[src/rtl/mux_pkg.sv]
// Shared constants for the 4:1 operand selector: default data width and select codes.
package mux_pkg;

  localparam int WIDTH = 3;

  localparam logic [1:0] SEL_IN0 = 2'b00;
  localparam logic [1:0] SEL_IN1 = 2'b01;
  localparam logic [1:0] SEL_IN2 = 2'b10;
  localparam logic [1:0] SEL_IN3 = 2'b11;

endpackage

[src/rtl/mux4_core.sv]
// Purely combinational 4:1 selector; zero latency, no flow control.
module mux4_core
  import mux_pkg::*;
#(
  parameter int W = WIDTH
) (
  input  logic [W-1:0] in0,
  input  logic [W-1:0] in1,
  input  logic [W-1:0] in2,
  input  logic [W-1:0] in3,
  input  logic [1:0]   sel,
  output logic [W-1:0] out
);

  // Conditional chain instead of a case: an X/Z select propagates X rather than holding a stale value.
  assign out = (sel == SEL_IN0) ? in0 :
               (sel == SEL_IN1) ? in1 :
               (sel == SEL_IN2) ? in2 : in3;

endmodule

[src/rtl/mux_4to1_3bit.sv]
// 4:1 operand selector: combinational out (0 cycles) plus registered out_q (1 cycle, sync reset to 0).
// No backpressure: captures every cycle, no enable or handshake.
module mux_4to1_3bit
  import mux_pkg::*;
#(
  parameter int W = WIDTH
) (
  input  logic         clk,
  input  logic         rst,
  input  logic [W-1:0] in0,
  input  logic [W-1:0] in1,
  input  logic [W-1:0] in2,
  input  logic [W-1:0] in3,
  input  logic [1:0]   sel,
  output logic [W-1:0] out,
  output logic [W-1:0] out_q
);

  logic [W-1:0] w_out;
  logic [W-1:0] r_out_q;

  mux4_core #(.W(W)) u_core (
    .in0 (in0),
    .in1 (in1),
    .in2 (in2),
    .in3 (in3),
    .sel (sel),
    .out (w_out)
  );

  always_ff @(posedge clk) begin
    if (rst) begin
      r_out_q <= '0;
    end else begin
      r_out_q <= w_out;
    end
  end

  assign out   = w_out;
  assign out_q = r_out_q;

endmodule

[config.mk]
export PLATFORM = sky130hd
export DESIGN_NAME = mux_4to1_3bit
export DESIGN_NICKNAME = d
export VERILOG_FILES = /design/src/rtl/mux_pkg.sv /design/src/rtl/mux4_core.sv /design/src/rtl/mux_4to1_3bit.sv
export SDC_FILE = /design/constraint.sdc
export NUM_CORES = 1
export LEC_CHECK = 0
export BUFFER_PORTS_ARGS = -buffer_cell sky130_fd_sc_hd__buf_2
export CORE_AREA = 2 2 39 41
export CTS_CLUSTER_SIZE = 20
export DETAILED_ROUTE_END_ITERATION = 16
export DIE_AREA = 0 0 41 43
export PLACE_DENSITY = 0.46
export SLEW_MARGIN = 20
export SYNTH_ARGS = -nofsm -noshare
export SYNTH_HDL_FRONTEND = slang
export SYNTH_SLANG_ARGS = --single-unit
[constraint.sdc]
create_clock -name clk -period 1.4 [get_ports clk]
set_clock_uncertainty 0.2 [all_clocks]
set_input_delay 0.28 -clock clk [delete_from_list [all_inputs] [get_ports clk]]
set_output_delay 0.28 -clock clk [all_outputs]
set_load 0.005 [all_outputs]
==> results.json, run 1 <==
{
  "outcome": "finished with violations",
  "violations": "negative setup slack",
  "gr-usage-met3_pct": 6.81,
  "hold_buffers": 0,
  "routabilityCongestion": 0.628,
  "holdPathStages": 2,
  "setup_slack_ns": -0.108,
  "ant_nets": 0,
  "largest_register_ffs": 3,
  "route.detailed.drc": 0,
  "clk_pin_slew_worst_paths_ns": 0.04,
  "syn-instance-count": 9,
  "finalMaxSlewViolations": 0,
  "start_util_pct": 10.6,
  "p_switching_uw": 68.4,
  "max_cap_violations": 0,
  "multiInputGateArea_sq_um": 86.3,
  "cts_buffers": 3,
  "drive_gt1_share_pct": 79.4,
  "cts_buffer_depth": 2,
  "cp_max_fo": 3,
  "slew_headroom_pct": 93.3,
  "core_area_sq_mm": 0.00138,
  "hold_path_class": "in2reg",
  "use_met1_pct": 8.85,
  "cts_sinks": 3,
  "dieWidth_um": 41,
  "final_nets": 51,
  "cp-end-kind": "primary output",
  "combPwrFrac_pct": 21.7,
  "grt_remaining_overflow": 0,
  "met2_usage_pct": 7.81,
  "p_clk_share_pct": 48.3,
  "period_share_pct": 108,
  "crit_arrival_ns": 1.03,
  "cp_slowest_stage_delay_ns": 0.52,
  "p_sw_share_pct": 21.9,
  "crit_chain": "buf_8 > mux4_2 > buf_2",
  "yosys-top-cells-count": "dfxtp_1, mux4_2, nor2b_1",
  "die_h_um": 43,
  "vias": 181,
  "io_buffers": 21,
  "irDropWorstVdd_v": 0.000151,
  "dp_slack_ns": -0.172,
  "p_leak_uw": 0.000154,
  "fin_hold_ws_ns": 0.0452,
  "p_int_uw": 244,
  "cts.root.buffer_cell": "clkbuf_4",
  "slowest_stage": "mux4_2",
  "routed_wl_um": 524,
  "hold_viol_final": 0,
  "power_frac_seq_pct": 30.1,
  "hold_end": "out_q[0]$_SDFF_PP0_",
  "cts_tree": "yes",
  "antenna_found_initial": 0,
  "grt_pass1_wl_um": 759,
  "fillers": 160,
  "vias_per_cell": 3.62,
  "worst_ep_required_time_ns": 0.92,
  "synth_top_cell_area_share_pct": 46.2,
  "rsz0062_at_grt": "true",
  "dr.pass1.iters": 2,
  "die-area_sq_mm": 0.00176,
  "final-seq-area_sq_um": 60.1,
  "syn2layout_area_growth_pct": 110,
  "ctsResizeCount": 3,
  "ys_seq_area_share_pct": 41.0,
  "synth_top_area_cell": "mux4_2",
  "critPathKind": "in2out",
  "grt_max_degree": 4,
  "grt_util_all_layers_pct": 7.47,
  "async_flop_share_pct": 0,
  "syn_avg_cell_area_sq_um": 16.3,
  "htree_levels": 1,
  "ys_ff_latch": 3,
  "ys_types": 3,
  "setup_viol_count_final": 3,
  "synth_area_leaders": "mux4_2, dfxtp_1, nor2b_1",
  "post_cts_buffers": 0,
  "synth_edf_count": 0,
  "syn_area_sq_um": 146,
  "fin_crit_ns": 1.51,
  "synth_ff_type": "dfxtp_1",
  "cp-start-kind": "input pin",
  "io_pins": 22,
  "worst_pin_slew_ns": 0.100,
  "power.density_mw_per_mm2": 1020,
  "utilization_pct": 22.2,
  "fmax_mhz": 663,
  "yosysWarningCount": 0,
  "drt_iter0_markers": 4,
  "num_rows": 14,
  "wire_per_inst_um": 10.5,
  "min_from": "rst",
  "grt_pass1_vias": 180,
  "antennaDiodeCount": 0,
  "busiest_layer": "met1",
  "synth_nets": 25
}
how the worst max path moves through the flow:
stage,start,end,slack [ns],cells past startpoint
final,sel[0],out[0],-0.11,3
after global routing,sel[0],out[0],-0.12,3
after CTS,sel[0],out[0],-0.11,3
after detailed placement,sel[0],out[0],-0.17,3
after global placement,sel[0],out[0],-0.17,3
after floorplan,sel[0],out[0],0.15,1
critical path: cells and delay by family:
family   cells  cell delay, ns
buf+inv      2            0.23
mux          1            0.52
power groups by stage:
stage                     registers (uW)  clock network, uW  logic (uW)
after floorplan                     96.9                  0        23.1
after global placement              95.4                  0        65.3
after detailed placement            95.4                  0        65.2
after CTS                           94.1                159        68.2
after global routing                94.7                167        74.4
final                               94.0                151        67.8
per-stage QoR:
step                total power (uW)  TNS (ns)  instance area, sq um  instances
CTS                              321    -0.287                   308         50
finish                           313    -0.288                   308         50
global placement                 161    -0.478                   272         46
detailed placement               161    -0.487                   272         46
global route                     336    -0.338                   308         50
floorplan                        120         0                   146          9
cells in the final DEF (no fill, tap or decap):
master / Yosys / final
clkbuf_1: 0 / 1
clkbuf_4: 0 / 3
mux4_2: 3 / 3
dfxtp_1: 3 / 3
buf_8: 0 / 1
nor2b_1: 3 / 3
buf_2: 0 / 20
area by class of cell:
class                   instances  share of cell area [%]
flip-flops and latches          3                    19.5
clock buffers                   4                    8.54
repair buffers                 21                    37.4
multi-input cells               6                    28.0
well taps                      16                    6.50
layer usage:
metal  part of all wire (%)  vias up
met5                      0        -
met4                      0        0
met3                     22        0
met2                     34       22
met1                     44       74
li1                       -       85
cells by family (layout without fill, tap and decap cells):
kind of cell	Yosys count	after routing	share of synthesized area, %
buffers and inverters	0	25	0
and+or+nand+nor	3	3	12.8
muxes	3	3	46.2
DFF	3	3	41.0
No activity file was read; power rests on OpenSTA's default activity.
==> run 2, diff against run 1 <==
--- a/config.mk
+++ b/config.mk
@@ -10,8 +10,7 @@
 export CTS_CLUSTER_SIZE = 20
 export DETAILED_ROUTE_END_ITERATION = 16
 export DIE_AREA = 0 0 41 43
-export PLACE_DENSITY = 0.46
-export SLEW_MARGIN = 20
+export SLEW_MARGIN = 30
 export SYNTH_ARGS = -nofsm -noshare
 export SYNTH_HDL_FRONTEND = slang
 export SYNTH_SLANG_ARGS = --single-unit
==> constraint.sdc (replaced) <==
create_clock -name clk -period 1.9 [get_ports clk]
set_clock_uncertainty 0.2 [all_clocks]
set_input_delay 0.38 -clock clk [delete_from_list [all_inputs] [get_ports clk]]
set_output_delay 0.38 -clock clk [all_outputs]
set_load 0.005 [all_outputs]
==> results.json, run 2 (synthesis results as in run 1) <==
{
  "routed_wl_um": 510,
  "crit_chain": "buf_2 > mux4_2 > buf_2",
  "cts_buffers": 3,
  "fillers": 166,
  "hold_viol_final": 0,
  "stdcell_count": 50,
  "htree_levels": 1,
  "post_cts_buffers": 0,
  "setup_viol_count_final": 0,
  "wire_per_inst_um": 10.2,
  "ant_nets": 0,
  "final-seq-area_sq_um": 60.1,
  "io_pins": 22,
  "multiInputGateArea_sq_um": 86.3,
  "critPathKind": "in2out",
  "cp-start-kind": "input pin",
  "vias_per_cell": 3.66,
  "grt_pass1_wl_um": 752,
  "dp_slack_ns": 0.133,
  "power.density_mw_per_mm2": 754,
  "drt_iter0_markers": 1,
  "irDropWorstVdd_v": 0.000121,
  "dieWidth_um": 41,
  "core_area_sq_mm": 0.00138,
  "antenna_found_initial": 0,
  "die_h_um": 43,
  "dpl.cell_count": 46,
  "io_buffers": 21,
  "drive_gt1_share_pct": 79.4,
  "syn2layout_area_growth_pct": 103,
  "cp_slowest_stage_delay_ns": 0.52,
  "fmax_mhz": 568,
  "cts_tree": "yes",
  "cp_max_fo": 3,
  "cp-end-kind": "primary output",
  "route.detailed.drc": 0,
  "vias": 183,
  "grt_remaining_overflow": 0,
  "num_rows": 14,
  "slowest_stage": "mux4_2",
  "worst_pin_slew_ns": 0.0971,
  "final_cell_mix": "buf_2, mux4_2, nor2b_1, clkbuf_4, dfxtp_1",
  "setup_tns_ns": 0,
  "power_uw": 225,
  "clk_pin_slew_worst_paths_ns": 0.04,
  "crit_arrival_ns": 1.18,
  "finalMaxSlewViolations": 0,
  "hold_buffers": 0,
  "slew_headroom_pct": 93.5,
  "outcome": "finished, final reports clean",
  "dr.pass1.iters": 2,
  "fin_crit_ns": 1.76,
  "cts.root.buffer_cell": "clkbuf_4",
  "worst_ep_required_time_ns": 1.32,
  "setup_slack_ns": 0.139,
  "layout_commonest_cell": "buf_2",
  "hold_path_class": "in2reg",
  "final_nets": 51,
  "p_leak_uw": 0.000151,
  "fin_hold_ws_ns": 0.143,
  "largest_register_ffs": 3,
  "rsz0062_at_grt": "false",
  "period_share_pct": 92.7,
  "cts_buffer_depth": 2,
  "grt_max_degree": 4,
  "grt_util_all_layers_pct": 7.25,
  "cts_sinks": 3,
  "start_util_pct": 10.6,
  "ctsResizeCount": 0,
  "antennaDiodeCount": 0,
  "grt_pass1_vias": 201,
  "die-area_sq_mm": 0.00176,
  "routabilityCongestion": 0.589,
  "max_cap_violations": 0,
  "path_common_cell": "buf_2"
}
## run 2: cell counts in the layout (fill, tap and decap cells not counted)
No cell type changed its count.
## run 2: worst paths after layout
path | from | to | slack [ns] | cells past startpoint
max | sel[0] | out[1] | 0.14 | 3
min | rst | out_q[2]$_SDFF_PP0_ | 0.14 | 2
## run 2: stage by stage
stage,util (%),area [sq um]
after floorplan,-,146
after global placement,19.6,272
after detailed placement,19.6,272
after CTS,21.5,298
after global routing,21.5,298
final,21.5,298
## run 2: per-layer routing
layer | GRT usage [%] | vias to the layer above | share of wire (%)
met5 | 0 | - | 0
li1 | - | 86 | -
met4 | 6.00 | 0 | 0
met3 | 7.85 | 0 | 28
met1 | 8.12 | 75 | 43
met2 | 7.19 | 22 | 29
## run 2: layout make-up
cell class                 instances  share of cell area, %
clock buffer                       4                   8.82
sequential                         3                   20.2
tap                               16                   6.72
multi-input combinational          6                   29.0
timing repair buffer              21                   35.3
## run 2: power breakdown
part,leakage (uW),switching (uW),internal (uW)
combinational,0.000111,16.4,30.7
clock,0.0000150,29.6,78.5
sequential,0.0000250,0.916,68.4
## run 2: critical path: cells and delay by family
family                 cells  cell delay, ns
multiplexers               1            0.52
buffers and inverters      2            0.28
